==> config.mk <==
export PLATFORM = sky130hd
export DESIGN_NAME = traffic_phase_ctrl
export DESIGN_NICKNAME = d
export VERILOG_FILES = /design/src/rtl/traffic_pkg.sv /design/src/rtl/phase_timer.sv /design/src/rtl/traffic_phase_ctrl.sv
export SDC_FILE = /design/constraint.sdc
export NUM_CORES = 1
export LEC_CHECK = 0
export ABC_AREA = 1
export BUFFER_PORTS_ARGS = -buffer_cell sky130_fd_sc_hd__buf_2
export CORE_UTILIZATION = 41
export DETAILED_ROUTE_END_ITERATION = 8
export SLEW_MARGIN = 10
export SYNTH_ARGS = -nofsm -noshare
export SYNTH_HDL_FRONTEND = slang
export SYNTH_SLANG_ARGS = --single-unit
==> constraint.sdc <==
create_clock -name clk -period 1.7 [get_ports clk]
set_input_delay 0.34 -clock clk [delete_from_list [all_inputs] [get_ports clk]]
set_output_delay 0.34 -clock clk [all_outputs]
set_load 0.005 [all_outputs]
==> src/rtl/traffic_pkg.sv <==
// traffic_pkg: shared phase encoding and per-direction lamp bit layout for the traffic controller.
package traffic_pkg;

    typedef enum logic [2:0] {
        GREEN  = 3'd0,
        YELLOW = 3'd1,
        ALLRED = 3'd2,
        WALK   = 3'd3,
        FLASH  = 3'd4
    } state_t;

    localparam int R_B = 2;
    localparam int Y_B = 1;
    localparam int G_B = 0;

    localparam logic [2:0] L_R   = 3'(1 << R_B);
    localparam logic [2:0] L_Y   = 3'(1 << Y_B);
    localparam logic [2:0] L_G   = 3'(1 << G_B);
    localparam logic [2:0] L_OFF = 3'b000;

endpackage

==> src/rtl/phase_timer.sv <==
// phase_timer: dwell counter; done pulses on the tick that completes dur ticks, then the count restarts.
module phase_timer #(
    parameter int CNT_W = 4
) (
    input  logic             clk,
    input  logic             clr,
    input  logic             zero,
    input  logic             tick,
    input  logic [CNT_W-1:0] dur,
    output logic             done
);

    logic [CNT_W-1:0] cnt;

    assign done = tick && !zero && cnt == dur - CNT_W'(1);

    always_ff @(posedge clk or posedge clr) begin
        if (clr)
            cnt <= '0;
        else
            cnt <= (zero || done) ? '0 : tick ? cnt + CNT_W'(1) : cnt;
    end

endmodule

==> src/rtl/traffic_phase_ctrl.sv <==
// traffic_phase_ctrl: round-robin signal phasing with pedestrian walk after the last direction
// and a flashing-yellow night mode entered only at an all-red boundary.
module traffic_phase_ctrl
    import traffic_pkg::*;
#(
    parameter int NUM_DIR  = 2,
    parameter int GREEN_T  = 5,
    parameter int YELLOW_T = 1,
    parameter int ALLRED_T = 1,
    parameter int WALK_T   = 4,
    parameter int CNT_W    = 4
) (
    input  logic                   clk,
    input  logic                   clr,
    input  logic                   tick,
    input  logic                   ped_req,
    input  logic                   night_mode,
    output logic [3*NUM_DIR-1:0]   lights,
    output logic                   walk,
    output logic [1:0]             dir
);

    localparam logic [1:0] LAST = 2'(NUM_DIR - 1);

    state_t               state, state_n;
    logic [1:0]           dir_n;
    logic                 ped_pending, ped_n;
    logic                 flash_phase, flash_n;
    logic                 zero, done;
    logic [CNT_W-1:0]     dur;
    logic [3*NUM_DIR-1:0] lights_n;

    assign dur = state == GREEN  ? CNT_W'(GREEN_T)  :
                 state == YELLOW ? CNT_W'(YELLOW_T) :
                 state == WALK   ? CNT_W'(WALK_T)   : CNT_W'(ALLRED_T);

    phase_timer #(.CNT_W(CNT_W)) u_timer (
        .clk  (clk),
        .clr  (clr),
        .zero (zero),
        .tick (tick),
        .dur  (dur),
        .done (done)
    );

    // FLASH and illegal encodings park the timer at zero so the next timed state starts clean.
    always_comb begin
        state_n = state;
        dir_n   = dir;
        flash_n = flash_phase;
        ped_n   = ped_pending | ped_req;
        zero    = 1'b0;
        case (state)
            GREEN:  if (done) state_n = YELLOW;
            YELLOW: if (done) state_n = ALLRED;
            WALK:   if (done) state_n = ALLRED;
            ALLRED: if (done) begin
                if (night_mode) begin
                    state_n = FLASH;
                    dir_n   = LAST;
                    flash_n = 1'b0;
                end else if (ped_pending && dir == LAST) begin
                    state_n = WALK;
                    ped_n   = 1'b0;
                end else begin
                    state_n = GREEN;
                    dir_n   = dir == LAST ? 2'd0 : dir + 2'd1;
                end
            end
            FLASH: begin
                zero = 1'b1;
                if (tick) begin
                    flash_n = ~flash_phase;
                    if (!night_mode) state_n = ALLRED;
                end
            end
            default: begin
                zero    = 1'b1;
                state_n = ALLRED;
            end
        endcase
    end

    // Lamps are decoded from next-state values and registered, so they track the state register exactly.
    for (genvar d = 0; d < NUM_DIR; d++) begin : g_dec
        assign lights_n[3*d +: 3] = state_n == FLASH ? (flash_n ? L_Y : L_OFF) :
                                    (state_n == GREEN  && dir_n == 2'(d)) ? L_G :
                                    (state_n == YELLOW && dir_n == 2'(d)) ? L_Y : L_R;
    end

    always_ff @(posedge clk or posedge clr) begin
        if (clr) begin
            state       <= ALLRED;
            dir         <= LAST;
            ped_pending <= 1'b0;
            flash_phase <= 1'b0;
            lights      <= {NUM_DIR{L_R}};
            walk        <= 1'b0;
        end else begin
            state       <= state_n;
            dir         <= dir_n;
            ped_pending <= ped_n;
            flash_phase <= flash_n;
            lights      <= lights_n;
            walk        <= state_n == WALK;
        end
    end

endmodule

==> impl_summary.md, run 1 <==
STA
The number of pins with negative max-slew slack in the final report is 0. The number of endpoints with negative hold slack in the final report was 0. In the finished design, the share of the clock period the worst path needs comes to 0.985. Adding up every negative setup slack in the final design gives 0 ns. Setup repair after global routing could not meet its margin everywhere. The clock arrives with 0.00581 ns of skew.

Headroom to the max-slew limit came out at 0.539. Setup violations remaining at the end of the flow were counted as 0. The clock period minus final worst setup slack is 1.67 ns. The pin slew with the least headroom to its limit is 0.690 ns. The highest achievable clock rate is 597 MHz.

Floorplanning
The effective utilization at floorplan is 0.455. The die covers 2760 µm². The floorplan core area is 2300 µm². 14 I/O pins were placed.

In this run the horizontal extent of the chip is 52.5 µm. The vertical extent of the die is 52.5 µm. The floorplan has 17 rows.

Worst setup path
The critical path startpoint category is a flip-flop. The number of buffer and inverter stages on the critical path is 1. At the worst endpoint, the required time is 1.94 ns. Broken down by cell family, the worst path's largest delay share belongs to simple AND/OR/NAND/NOR gates. On the critical path, the stage with the largest delay is an instance of sky130_fd_sc_hd__dfstp_2. The critical path data arrival time is 1.91 ns. The largest stage delay on the critical path is 0.58 ns. In this run the critical register-to-register path is captured at lights[2]. The number of cell instances on the worst register-to-register path is 11. The startpoint of the worst-slack reg-to-reg timing path is state[1]. The critical path goes through inv_2 > nand2_4 > nor2_2 > nor2_4 > nand3_2 > nand2_2 > nand3_4 > nor2_8 > nand3_4 > nor2_2 > nor2_1.

Along the worst path, the maximum fanout reaches 5. STA classifies the critical path endpoint as a flip-flop. In this run the register-to-register setup slack is 0.03 ns. The class of the most critical setup path is reg2reg.

Synthesis
The commonest cells after synthesis are sky130_fd_sc_hd__nand2_1, sky130_fd_sc_hd__nor2_1, sky130_fd_sc_hd__inv_1. The adder and majority gate portion of the synthesized area is 0.0120. Synthesis inferred 18 register bits. The compound-cell area share of the yosys netlist is 0.0431. In the synthesized netlist, the number of instances is 130. The part of the Yosys area used for sequential elements is 0.435. In this run the cell area of the synthesized design comes to 1050 µm².

In this run, synthesis inferred 0 flip-flops with an integrated enable. After synthesis, the largest family of logic cells by area is simple AND/OR/NAND/NOR gates. Of the total synthesized cell area, the portion taken by AND, OR, NAND and NOR gates is 0.423. The unique cell type count in the Yosys netlist is 26. Of all flip-flops after synthesis, the portion carrying an async set or reset was 1.00. The count of yosys warnings during synthesis is 0.

The share of synthesized area spent on multiplexers is 0. Summed over all instances, the cell type with the most area after synthesis is sky130_fd_sc_hd__dfrtp_1. Synthesis produced a netlist with a net count of 136. The mean post-synth cell area is 8.05 µm². After synthesis, the cell types taking the most area are sky130_fd_sc_hd__dfrtp_1, sky130_fd_sc_hd__nand2_1, sky130_fd_sc_hd__dfstp_2. Of the post-synthesis cell area, the dominant cell type holds 0.335. Among all flip-flop cells after synthesis, the most frequent one is sky130_fd_sc_hd__dfrtp_1. The post-synthesis xor/xnor area fraction is 0.0167. sky130_fd_sc_hd__nand2_1 is the most common cell in the netlist.

Finish
The post-route cell area is 1320 µm². For this run, the share of the core covered by cells in the final layout is 0.576. The number of standard cells in the layout, taps in and fillers out is 185.

In the final design database the tool counted 164 nets. Fill cells in the final layout number 206. The ratio of cells with drive above 1 in the final layout is 0.465.

The area growth from synthesis to layout is 26.4%. The number of antenna diodes in the final layout is 0.

Hold path
In this run the worst hold path is classified as in2async.

Global routing
The overall track demand over capacity in global routing is 0.172. For this run the aggregate overflow at the end of global routing stands at 0. The number of antenna violations at the first check in global routing is 0. The maximum number of pins on one net before global-route repair is 19.

The via count of the first global-routing pass was 769. The first-pass GRT wire length is 3.34 mm.

Routing
The violation count after the first detailed-routing iteration is 7. For this block, the routed nets add up to 2.10 mm of wire. The number of search-and-repair iterations in the first detailed-routing pass is 4. In the routed layout, each cell is associated on average with a via count of 4.69. The routed layout has 868 vias.

After detailed routing, the average wire length per cell comes to 11.4 µm. The number of DRC violations after detailed routing is 0. The post-detailed-route count of antenna-violating nets is 0.

Placed design
Input and output buffers added on the ports amount to 13. The HPWL after detailed placement is 1.49 mm. The placed cell count is 174. The total cell area at the placement stage is 1170 µm². Routability-driven placement finished with a final weighted congestion of 0.903.

Power and ir drop
The cell leakage power is 0.685 nW. VDD sags by at most 0.000874 V. The power per standard cell area is 1560 nW/µm².

CTS
The number of sinks handled by clock tree synthesis is 18. TritonCTS built the clock tree. The deepest clock path buffer count is 2. The cell chosen for the clock root is sky130_fd_sc_hd__clkbuf_4. In this run the number of H-tree levels came out at 1. At the later pin of the worst-skew pair, clock insertion delay measures 0.30 ns. After clock tree synthesis, the clock-pin slew on the worst setup and hold paths is 0.10 ns.

The number of buffers inserted during clock tree synthesis is 3. The number of hold-repair buffers added at the cts stage is 0.

Flow run
Max-cap violations in this run came to 0.

Outcome
The run finished with clean final reports.
worst reg2reg max path, cell delays in order (launching register included):
cell                      delay (ns)
sky130_fd_sc_hd__dfstp_2        0.58
sky130_fd_sc_hd__inv_2          0.09
sky130_fd_sc_hd__nand2_4        0.09
sky130_fd_sc_hd__nor2_2         0.05
sky130_fd_sc_hd__nor2_4         0.14
sky130_fd_sc_hd__nand3_2        0.10
sky130_fd_sc_hd__nand2_2        0.11
sky130_fd_sc_hd__nand3_4        0.10
sky130_fd_sc_hd__nor2_8         0.12
sky130_fd_sc_hd__nand3_4        0.09
sky130_fd_sc_hd__nor2_2         0.11
sky130_fd_sc_hd__nor2_1         0.05
per-layer routing:
| layer | track usage | up-vias | routed length [µm] |
|---|---|---|---|
| met5 | 0 | - | 0 |
| met4 | 0.105 | 0 | 70 |
| met3 | 0.0174 | 7 | 66 |
| met2 | 0.232 | 18 | 916 |
| met1 | 0.258 | 382 | 1050 |
| li1 | - | 461 | - |
cells in the final DEF, fill, tap and decap left out:
master | netlist | final
sky130_fd_sc_hd__nor2_1 | 17 | 13
sky130_fd_sc_hd__nor2_2 | 4 | 6
sky130_fd_sc_hd__nor3_4 | 0 | 1
sky130_fd_sc_hd__dfstp_2 | 4 | 4
sky130_fd_sc_hd__xor2_1 | 2 | 2
sky130_fd_sc_hd__a21oi_1 | 3 | 3
sky130_fd_sc_hd__buf_4 | 0 | 11
sky130_fd_sc_hd__inv_2 | 2 | 5
sky130_fd_sc_hd__or2_2 | 1 | 1
sky130_fd_sc_hd__nor3_1 | 1 | 1
sky130_fd_sc_hd__nor2_4 | 1 | 3
sky130_fd_sc_hd__o22ai_1 | 1 | 1
sky130_fd_sc_hd__inv_1 | 16 | 12
sky130_fd_sc_hd__ha_1 | 1 | 1
sky130_fd_sc_hd__nand2_4 | 1 | 2
sky130_fd_sc_hd__dfrtp_1 | 14 | 12
sky130_fd_sc_hd__o21ai_0 | 2 | 2
sky130_fd_sc_hd__dfrtp_2 | 0 | 2
sky130_fd_sc_hd__clkbuf_4 | 0 | 3
sky130_fd_sc_hd__nand2_2 | 7 | 11
sky130_fd_sc_hd__inv_4 | 0 | 1
sky130_fd_sc_hd__nand3_2 | 1 | 3
sky130_fd_sc_hd__nand2_1 | 32 | 27
sky130_fd_sc_hd__nand3_4 | 3 | 3
sky130_fd_sc_hd__buf_2 | 1 | 13
sky130_fd_sc_hd__clkbuf_8 | 0 | 1
sky130_fd_sc_hd__nand3_1 | 9 | 7
sky130_fd_sc_hd__o21ai_2 | 1 | 2
sky130_fd_sc_hd__nand4_1 | 3 | 3
sky130_fd_sc_hd__nor2_8 | 1 | 1
sequential cells by signal, indices dropped and copies added (netlist names):
name / cells
dir: 2
flash_phase: 1
lights: 6
ped_pending: 1
state: 3
u_timer.cnt: 4
walk: 1
worst max-delay path by stage:
stage | slack, ns | cells after the start | endpoint | start
final | 0.03 | 11 | lights[2] | state[1]
after detailed placement | 0.01 | 11 | lights[5] | state[1]
after floorplan | 0.17 | 10 | lights[2] | state[1]
after global routing | -0.11 | 13 | lights[2] | state[0]
after global placement | 0.05 | 12 | lights[2] | state[0]
after CTS | 0.009 | 11 | lights[5] | state[1]
area by class of cell:
class	count	area, µm²	share of cell area
flip-flops and latches	18	458	0.346
multi-input cells	93	576	0.435
inverters	18	70.1	0.0530
well taps	28	35.0	0.0265
clock buffers	4	36.3	0.0274
repair buffers	24	148	0.112
what timing repair did:
action / 4_1_cts / 5_1_grt
endpoints found under the hold margin: 0 / 0
resized for setup: 3 / 20
endpoints found under the setup margin: 1 / 8
buffers inserted: 0 / 7
pin swaps: 1 / 6
cell families after synthesis:
kind of cell | count (synthesis)
AND/OR/NAND/NOR | 82
flip-flops | 18
XOR/XNOR | 2
buffers and inverters | 19
adder cells (fa/ha/maj) | 1
AO/OA/AOI/OAI | 8
through the flow:
step                      hold slack, ns  power, W  setup slack (ns)
after global routing               0.180   0.00223            -0.114
after CTS                          0.135   0.00189           0.00892
after floorplan                    0.276   0.00139             0.167
final                              0.123   0.00206            0.0253
after detailed placement           0.472   0.00162            0.0107
after global placement             0.463   0.00159            0.0495
power by group:
part | total, W | internal [W] | leakage, nW | switching [W]
registers | 0.000687 | 0.000574 | 0.218 | 0.000113
clock network | 0.000267 | 0.000131 | 0.0210 | 0.000136
logic | 0.00110 | 0.000455 | 0.447 | 0.000649
(Power assumes the default switching activity.)
==> run 2, diff against run 1 <==
--- a/config.mk
+++ b/config.mk
@@ -7,7 +7,9 @@
 export LEC_CHECK = 0
 export ABC_AREA = 1
 export BUFFER_PORTS_ARGS = -buffer_cell sky130_fd_sc_hd__buf_2
+export CORE_ASPECT_RATIO = 0.75
 export CORE_UTILIZATION = 41
+export CTS_CLUSTER_DIAMETER = 50
 export DETAILED_ROUTE_END_ITERATION = 8
 export SLEW_MARGIN = 10
 export SYNTH_ARGS = -nofsm -noshare
==> impl_summary.md, run 2 (synthesis results as in run 1) <==
Routing
The post-detailed-route count of antenna-violating nets is 0 (unchanged). The number of DRC violations after detailed routing is 0 (unchanged). The routed wire length was 2.01 mm (-4.2%).

The via density per instance came to 4.60 (-1.9%). The average wire per cell in the routed design is 10.5 µm (-7.7%). The violation count after the first detailed-routing iteration is 29 (+22). The total via count after detailed routing is 884 (+1.8%). The number of search-and-repair iterations in the first detailed-routing pass is 4 (unchanged).

STA
The worst-case clock skew is 0.00494 ns (-0.000872 ns). The number of pins with negative max-slew slack in the final report is 0 (unchanged). The final hold slack is 0.0277 ns (-0.0958 ns). The ratio of final minimum period to clock period is 1.00 (+0.0169). The total negative slack is -0.00343 ns (-0.00343 ns). The worst-case headroom to the max-slew limit came to 0.732 (+0.192). The final worst slack came to -0.00343 ns (-0.0287 ns). Setup repair after global routing could not meet its margin everywhere. The number of endpoints with negative hold slack in the final report is 0 (unchanged). The pin slew with the least headroom to its limit is 0.401 ns (-0.289 ns). The clock period minus final worst setup slack is 1.70 ns (+0.0287 ns). The highest achievable clock rate is 587 MHz (-1.7%). The count of final setup violators is 1 (+1).

Floorplanning
The die extent in x is 60.3 µm (+15%). The vertical extent of the die was 45.7 µm (-13%). The floorplan core area is 2350 µm² (+2.1%). The standard-cell row count is 15 (-2). The effective utilization at floorplan came to 0.446 (-0.00947). The die footprint is 2760 µm² (about the same). The boundary pin count is 14 (unchanged).

Finish
The register containing the most flip-flops in the final layout is lights. The flip-flop count of the largest register after layout was 6 (unchanged). The library cell used most frequently in the layout, excluding fill and tap cells, is sky130_fd_sc_hd__nand2_1. The post-route cell area is 1330 µm² (+0.28%). The antenna cell count was 0 (unchanged). Compared with the post-synthesis result, the final layout area differs by 26.8%. The number of nets in the final layout is 165 (+0.61%). In the final layout, the registers with the most flip-flops are lights: 6 flops, u_timer.cnt: 4 flops, state: 3 flops.

The library cells used most frequently in the layout, excluding fill and tap cells, are sky130_fd_sc_hd__nand2_1, sky130_fd_sc_hd__nor2_1, sky130_fd_sc_hd__inv_1, sky130_fd_sc_hd__buf_2. The ratio of cells with drive above 1 in the final layout is 0.456 (-0.00927).

Power and ir drop
The worst supply voltage drop on vdd is 0.000634 V (-28%). The cell leakage power is 0.687 nW (+0.21%). The power per standard cell area is 1500 nW/µm² (-3.3%). The part of the power in registers came to 0.337 (+0.003).

The reported net switching power is 0.000857 W (-4.5%). The part of the power in the clock network came to 0.133 (+0.003). The switching portion of total power came to 0.430 (-0.00641). The internal power contribution is 0.00114 W (-2.0%). The combinational group share of total power is 0.530 (-0.006).

Worst setup path
In this run the critical register-to-register path is captured at lights[5]. The critical path data arrival time is 1.94 ns (+0.03 ns). The worst register-to-register path begins at state[1]. The worst setup path is launched from a flip-flop. The cell repeated most along the worst path is sky130_fd_sc_hd__nand3_4. Among cell families on the critical path, the largest total delay comes from simple AND/OR/NAND/NOR gates. STA classifies the critical path endpoint as a flip-flop. The setup path with the least slack is of type reg2reg.

The number of cell instances on the worst register-to-register path is 12 (+1). Walking the worst path, the cells encountered are buf_4 > nand3_1 > nand2_2 > nand2_4 > nand3_4 > nand2_1 > nand2_2 > nand3_4 > nor2_8 > nand3_4 > nor2_2 > nor2_1. The largest stage delay on the critical path is 0.56 ns (-0.02 ns).

The worst reg-to-reg setup slack is -0.003 ns (-0.03 ns). The largest individual stage delay along the critical path comes from the cell sky130_fd_sc_hd__dfstp_2. The critical path data required time was 1.94 ns (about the same). The highest net fanout along the worst path came to 6 (+1). The number of buffer and inverter stages on the critical path is 1 (unchanged).

CTS
Clock tree synthesis selected as its root buffer the cell sky130_fd_sc_hd__clkbuf_4. The clock tree from TritonCTS is built. The CTS H-tree depth was 1 (unchanged).

The number of sinks handled by clock tree synthesis is 18 (unchanged). The clock insertion delay at the later pin of the skew report is 0.30 ns (about the same). The number of buffers inserted during clock tree synthesis was 3 (unchanged). The clock transition at the registers of the reported paths came to 0.10 ns (about the same). The deepest clock path buffer count is 2 (unchanged).

Placed design
The total cell area at the placement stage was 1190 µm² (+1.3%). The routability congestion estimate from global placement came to 0.849 (-5.9%). The estimated wirelength of the detail-placed design was 1.51 mm (+1.2%). The worst setup slack after placement was 0.00388 ns (-0.00684 ns). The count of input and output buffers is 13 (unchanged).

Hold path
The worst hold path belongs to the class in2async.

Global routing
The first-pass GRT wire length is 3.26 mm (-2.5%). The via count of the first global-routing pass is 727 (-5.5%). The number of antenna violations at the first check in global routing is 0 (unchanged). The overall track demand over capacity in global routing is 0.170 (-0.00223). The residual overflow from global routing is 0 (unchanged). The maximum number of pins on one net before global-route repair is 19 (unchanged).

Outcome
The run finished, with violations left. The checks that failed: setup timing.

Flow run
The number of max-cap violations is 0 (unchanged).
-- run 2: how the worst max path moves through the flow --
stage | startpoint | endpoint | slack, ns | cells past startpoint
floorplan | state[1] | lights[2] | 0.17 | 10
global placement | state[2] | lights[2] | 0.03 | 13
detailed placement | state[1] | lights[5] | 0.004 | 11
CTS | state[1] | lights[5] | 0.0008 | 11
global route | state[1] | lights[5] | -0.11 | 12
finish | state[1] | lights[5] | -0.003 | 12
-- run 2: power by group through the flow --
stage	combinational, W	clock (W)	sequential [W]
after floorplan	0.000724	0	0.000669
after global placement	0.000908	0	0.000675
after detailed placement	0.000924	0	0.000679
after CTS	0.000926	0.000278	0.000671
after global routing	0.00118	0.000295	0.000687
final	0.00106	0.000265	0.000672
-- run 2: worst register-to-register path, cell delays in order (launching register included) --
cell	delay [ns]
sky130_fd_sc_hd__dfstp_2	0.56
sky130_fd_sc_hd__buf_4	0.12
sky130_fd_sc_hd__nand3_1	0.08
sky130_fd_sc_hd__nand2_2	0.08
sky130_fd_sc_hd__nand2_4	0.09
sky130_fd_sc_hd__nand3_4	0.10
sky130_fd_sc_hd__nand2_1	0.07
sky130_fd_sc_hd__nand2_2	0.08
sky130_fd_sc_hd__nand3_4	0.08
sky130_fd_sc_hd__nor2_8	0.13
sky130_fd_sc_hd__nand3_4	0.09
sky130_fd_sc_hd__nor2_2	0.11
sky130_fd_sc_hd__nor2_1	0.05
-- run 2: layer usage --
metal | GRT usage | wire length, µm | up-vias
met5 | 0 | 0 | -
met4 | 0.0558 | 19 | 0
met3 | 0.0511 | 99 | 4
met2 | 0.220 | 823 | 18
met1 | 0.263 | 1070 | 396
li1 | - | - | 466
-- run 2: cell type report --
class	instances	area, µm²
tap	34	42.5
clock buffer	4	36.3
timing repair buffer	25	155
inverter	18	67.6
sequential	18	458
multi-input combinational	93	567
fill	221	1020
-- run 2: what timing repair did --
| action | 4_1_cts | 5_1_grt |
|---|---|---|
| hold buffers | 0 | 0 |
| pin swaps | 0 | 4 |
| gates resized for setup | 2 | 16 |
| hold endpoints to repair | 0 | 0 |
| setup endpoints to repair | 1 | 6 |
| buffers inserted | 0 | 7 |
-- run 2: through the flow --
step | instances | util | power [W]
final | 192 | 0.565 | 0.00199
after global routing | 192 | 0.565 | 0.00216
after CTS | 185 | 0.523 | 0.00187
after detailed placement | 181 | 0.506 | 0.00160
after global placement | 181 | 0.506 | 0.00158
after floorplan | 130 | - | 0.00139
==> run 3, diff against run 2 <==
--- a/config.mk
+++ b/config.mk
@@ -11,6 +11,7 @@
 export CORE_UTILIZATION = 41
 export CTS_CLUSTER_DIAMETER = 50
 export DETAILED_ROUTE_END_ITERATION = 8
+export PLACE_DENSITY = 0.67
 export SLEW_MARGIN = 10
 export SYNTH_ARGS = -nofsm -noshare
 export SYNTH_HDL_FRONTEND = slang
==> impl_summary.md, run 3 (synthesis results as in run 1) <==
Worst setup path
The worst reg-to-reg setup slack is -0.07 ns (-0.06 ns). The launching instance or port of the critical path is state[1]. The critical path data required time is 1.94 ns (about the same). The critical path startpoint category is a flip-flop. The startpoint of the worst-slack reg-to-reg timing path is state[1].

The highest net fanout along the worst path is 6 (unchanged). The class of the most critical setup path is reg2reg. The critical path endpoint is lights[5].

The number of cell instances on the worst register-to-register path was 11 (-1). The type of element capturing the critical path is a flip-flop. The critical path data arrival time is 2.00 ns (+0.06 ns).

The worst register-to-register path ends at lights[5].

Finish
The ratio of cells with drive above 1 in the final layout is 0.427 (-0.0289). The number of standard cells in the layout, taps in and fillers out came to 191 (-0.52%). The most frequent standard cell in the layout excluding fill and tap cells is sky130_fd_sc_hd__nand2_1.

The library cells used most frequently in the layout, excluding fill and tap cells, are sky130_fd_sc_hd__nand2_1, sky130_fd_sc_hd__nor2_1, sky130_fd_sc_hd__inv_1, sky130_fd_sc_hd__buf_2, sky130_fd_sc_hd__dfrtp_1. The synthesis-to-layout area growth is 25.8%. The antenna cell count is 0 (unchanged). The utilization after layout was 0.561 (-0.00427). The largest registers in the layout are lights: 6 flops, u_timer.cnt: 4 flops, state: 3 flops.

The filler cell count was 209 (-5.4%). The register containing the most flip-flops in the final layout is lights. The flip-flop count of the largest register after layout is 6 (unchanged). The number of nets in the final layout is 164 (-0.61%).

CTS
The number of buffers inserted during clock tree synthesis was 3 (unchanged). The clock insertion delay at the later pin of the skew report is 0.30 ns (about the same). The clock transition at the registers of the reported paths is 0.12 ns (+0.02 ns).

The number of sinks handled by clock tree synthesis is 18 (unchanged). The clock tree from TritonCTS is built. The cell chosen for the clock root is sky130_fd_sc_hd__clkbuf_4. The number of hold-repair buffers added at the cts stage is 0 (unchanged). The deepest clock path buffer count is 2 (unchanged). The CTS H-tree depth came to 1 (unchanged).

Floorplanning
The die footprint is 2760 µm² (unchanged). The die extent in x is 60.3 µm (unchanged). The standard-cell row count is 15 (unchanged). The boundary pin count came to 14 (unchanged). The vertical extent of the die is 45.7 µm (unchanged). The effective utilization at floorplan is 0.446 (unchanged). The floorplan core area is 2350 µm² (unchanged).

Outcome
The run finished, with violations left. The checks that failed: setup timing.

Global routing
The maximum number of pins on one net before global-route repair is 19 (unchanged). The number of antenna violations at the first check in global routing is 0 (unchanged). The residual overflow from global routing is 0 (unchanged). The via count of the first global-routing pass is 784 (+7.8%).

The first-pass GRT wire length is 3.77 mm (+16%). The overall track demand over capacity in global routing came to 0.192 (+0.0225).

Power and ir drop
The internal power contribution is 0.00116 W (+2.3%). The part of the power in the clock network was 0.132 (about the same). The worst supply voltage drop on vdd is 0.000668 V (+5.4%).

The power per standard cell area was 1590 nW/µm² (+5.7%). The combinational group share of total power was 0.543 (+0.013). The switching portion of total power was 0.444 (+0.0140). The part of the power in registers is 0.325 (-0.012).

The cell leakage power is 0.681 nW (-0.84%). The reported net switching power was 0.000928 W (+8.3%).

STA
The clock period minus final worst setup slack is 1.77 ns (+0.0642 ns). Setup repair after global routing could not meet its margin everywhere. The highest achievable clock rate is 566 MHz (-3.6%). The pin slew with the least headroom to its limit came to 0.391 ns (-0.0106 ns). The worst-case clock skew is 0.0143 ns (+0.00940 ns). The count of final setup violators was 6 (+5). The number of pins with negative max-slew slack in the final report is 0 (unchanged). The final hold slack is 0.0274 ns (-0.000331 ns). The worst-case headroom to the max-slew limit is 0.739 (+0.00707). The ratio of final minimum period to clock period came to 1.04 (+0.0378). The number of endpoints with negative hold slack in the final report is 0 (unchanged). The final worst slack was -0.0677 ns (-0.0642 ns).

Routing
The post-detailed-route count of antenna-violating nets came to 0 (unchanged). The number of DRC violations after detailed routing is 0 (unchanged). The total via count after detailed routing is 929 (+5.1%). The violation count after the first detailed-routing iteration is 88 (+200%). The number of search-and-repair iterations in the first detailed-routing pass is 4 (unchanged).

The via density per instance is 4.86 (+5.6%). The average wire per cell in the routed design is 12.2 µm (+17%). The routed wire length is 2.33 mm (+16%).

Placed design
The placed cell count is 180 (-0.55%). The count of input and output buffers was 13 (unchanged). The estimated wirelength of the detail-placed design came to 1.54 mm (+2.3%).

The routability congestion estimate from global placement is 0.858 (+0.99%).

Hold path
The class of the tightest hold or removal check is in2async.

Flow run
The number of max-cap violations is 0 (unchanged).
run 3: changes by cell type in the layout (fill, tap and decap cells not counted):
| cell | before | now |
|---|---|---|
| sky130_fd_sc_hd__nor2_2 | 6 | 5 |
| sky130_fd_sc_hd__nand3_2 | 5 | 3 |
| sky130_fd_sc_hd__inv_2 | 5 | 4 |
| sky130_fd_sc_hd__nor2_4 | 2 | 3 |
| sky130_fd_sc_hd__inv_4 | 0 | 1 |
| sky130_fd_sc_hd__nand2_1 | 28 | 30 |
| sky130_fd_sc_hd__buf_4 | 12 | 11 |
| sky130_fd_sc_hd__nand2_4 | 1 | 2 |
| sky130_fd_sc_hd__nand2_2 | 11 | 8 |
| sky130_fd_sc_hd__nand3_1 | 5 | 7 |
run 3: worst max-delay path, cell delays in order (launching register included):
cell                      delay (ns)
sky130_fd_sc_hd__dfstp_2        0.60
sky130_fd_sc_hd__nand2_1        0.08
sky130_fd_sc_hd__nor2_1         0.10
sky130_fd_sc_hd__nand2_1        0.09
sky130_fd_sc_hd__nand2_4        0.12
sky130_fd_sc_hd__nand3_2        0.11
sky130_fd_sc_hd__nand2_2        0.11
sky130_fd_sc_hd__nand3_4        0.09
sky130_fd_sc_hd__nor2_8         0.14
sky130_fd_sc_hd__nand3_4        0.10
sky130_fd_sc_hd__nor2_2         0.10
sky130_fd_sc_hd__nor2_1         0.05
run 3: layout make-up:
cell class,count,area (µm²),share of cell area
well taps,34,42.5,0.0323
flip-flops and latches,18,458,0.348
repair buffers,24,148,0.112
inverters,18,70.1,0.0532
multi-input cells,93,562,0.427
clock buffers,4,36.3,0.0276
run 3: what timing repair did:
item,in CTS,in global routing
pin swaps,2,9
setup endpoints to repair,2,6
gates resized for setup,8,9
setup buffers,4,3
run 3: worst min path at each step:
stage                           to  slack, ns  depth (start not counted)
floorplan                   dir[1]       0.28                          1
global placement    u_timer.cnt[0]       0.37                          3
detailed placement     flash_phase       0.37                          3
CTS                 u_timer.cnt[3]       0.03                          3
global route              state[2]       0.04                          3
finish              u_timer.cnt[3]       0.03                          3
run 3: power groups by stage:
stage / combinational, W / sequential (W) / clock (W)
global placement: 0.000897 / 0.000674 / 0
floorplan: 0.000724 / 0.000669 / 0
CTS: 0.00101 / 0.000666 / 0.000286
global route: 0.00125 / 0.000698 / 0.000303
detailed placement: 0.000919 / 0.000678 / 0
finish: 0.00114 / 0.000679 / 0.000276
run 3: metal layers:
metal / GRT usage / vias to the layer above / part of all wire
met4: 0.0419 / 0 / 0.0043
met1: 0.284 / 437 / 0.51
met2: 0.279 / 29 / 0.44
met5: 0 / - / 0
li1: - / 461 / -
met3: 0.0511 / 2 / 0.044
run 3: stage by stage:
stage | setup slack (ns) | total power [W] | area, µm² | setup TNS (ns)
2_1_floorplan | 0.167 | 0.00139 | 1050 | 0
3_3_place_gp | 0.0504 | 0.00157 | 1180 | 0
3_5_place_dp | 0.00842 | 0.00160 | 1180 | 0
4_1_cts | 0.0375 | 0.00196 | 1270 | 0
5_1_grt | -0.154 | 0.00225 | 1320 | -0.848
6_report | -0.0677 | 0.00209 | 1320 | -0.204
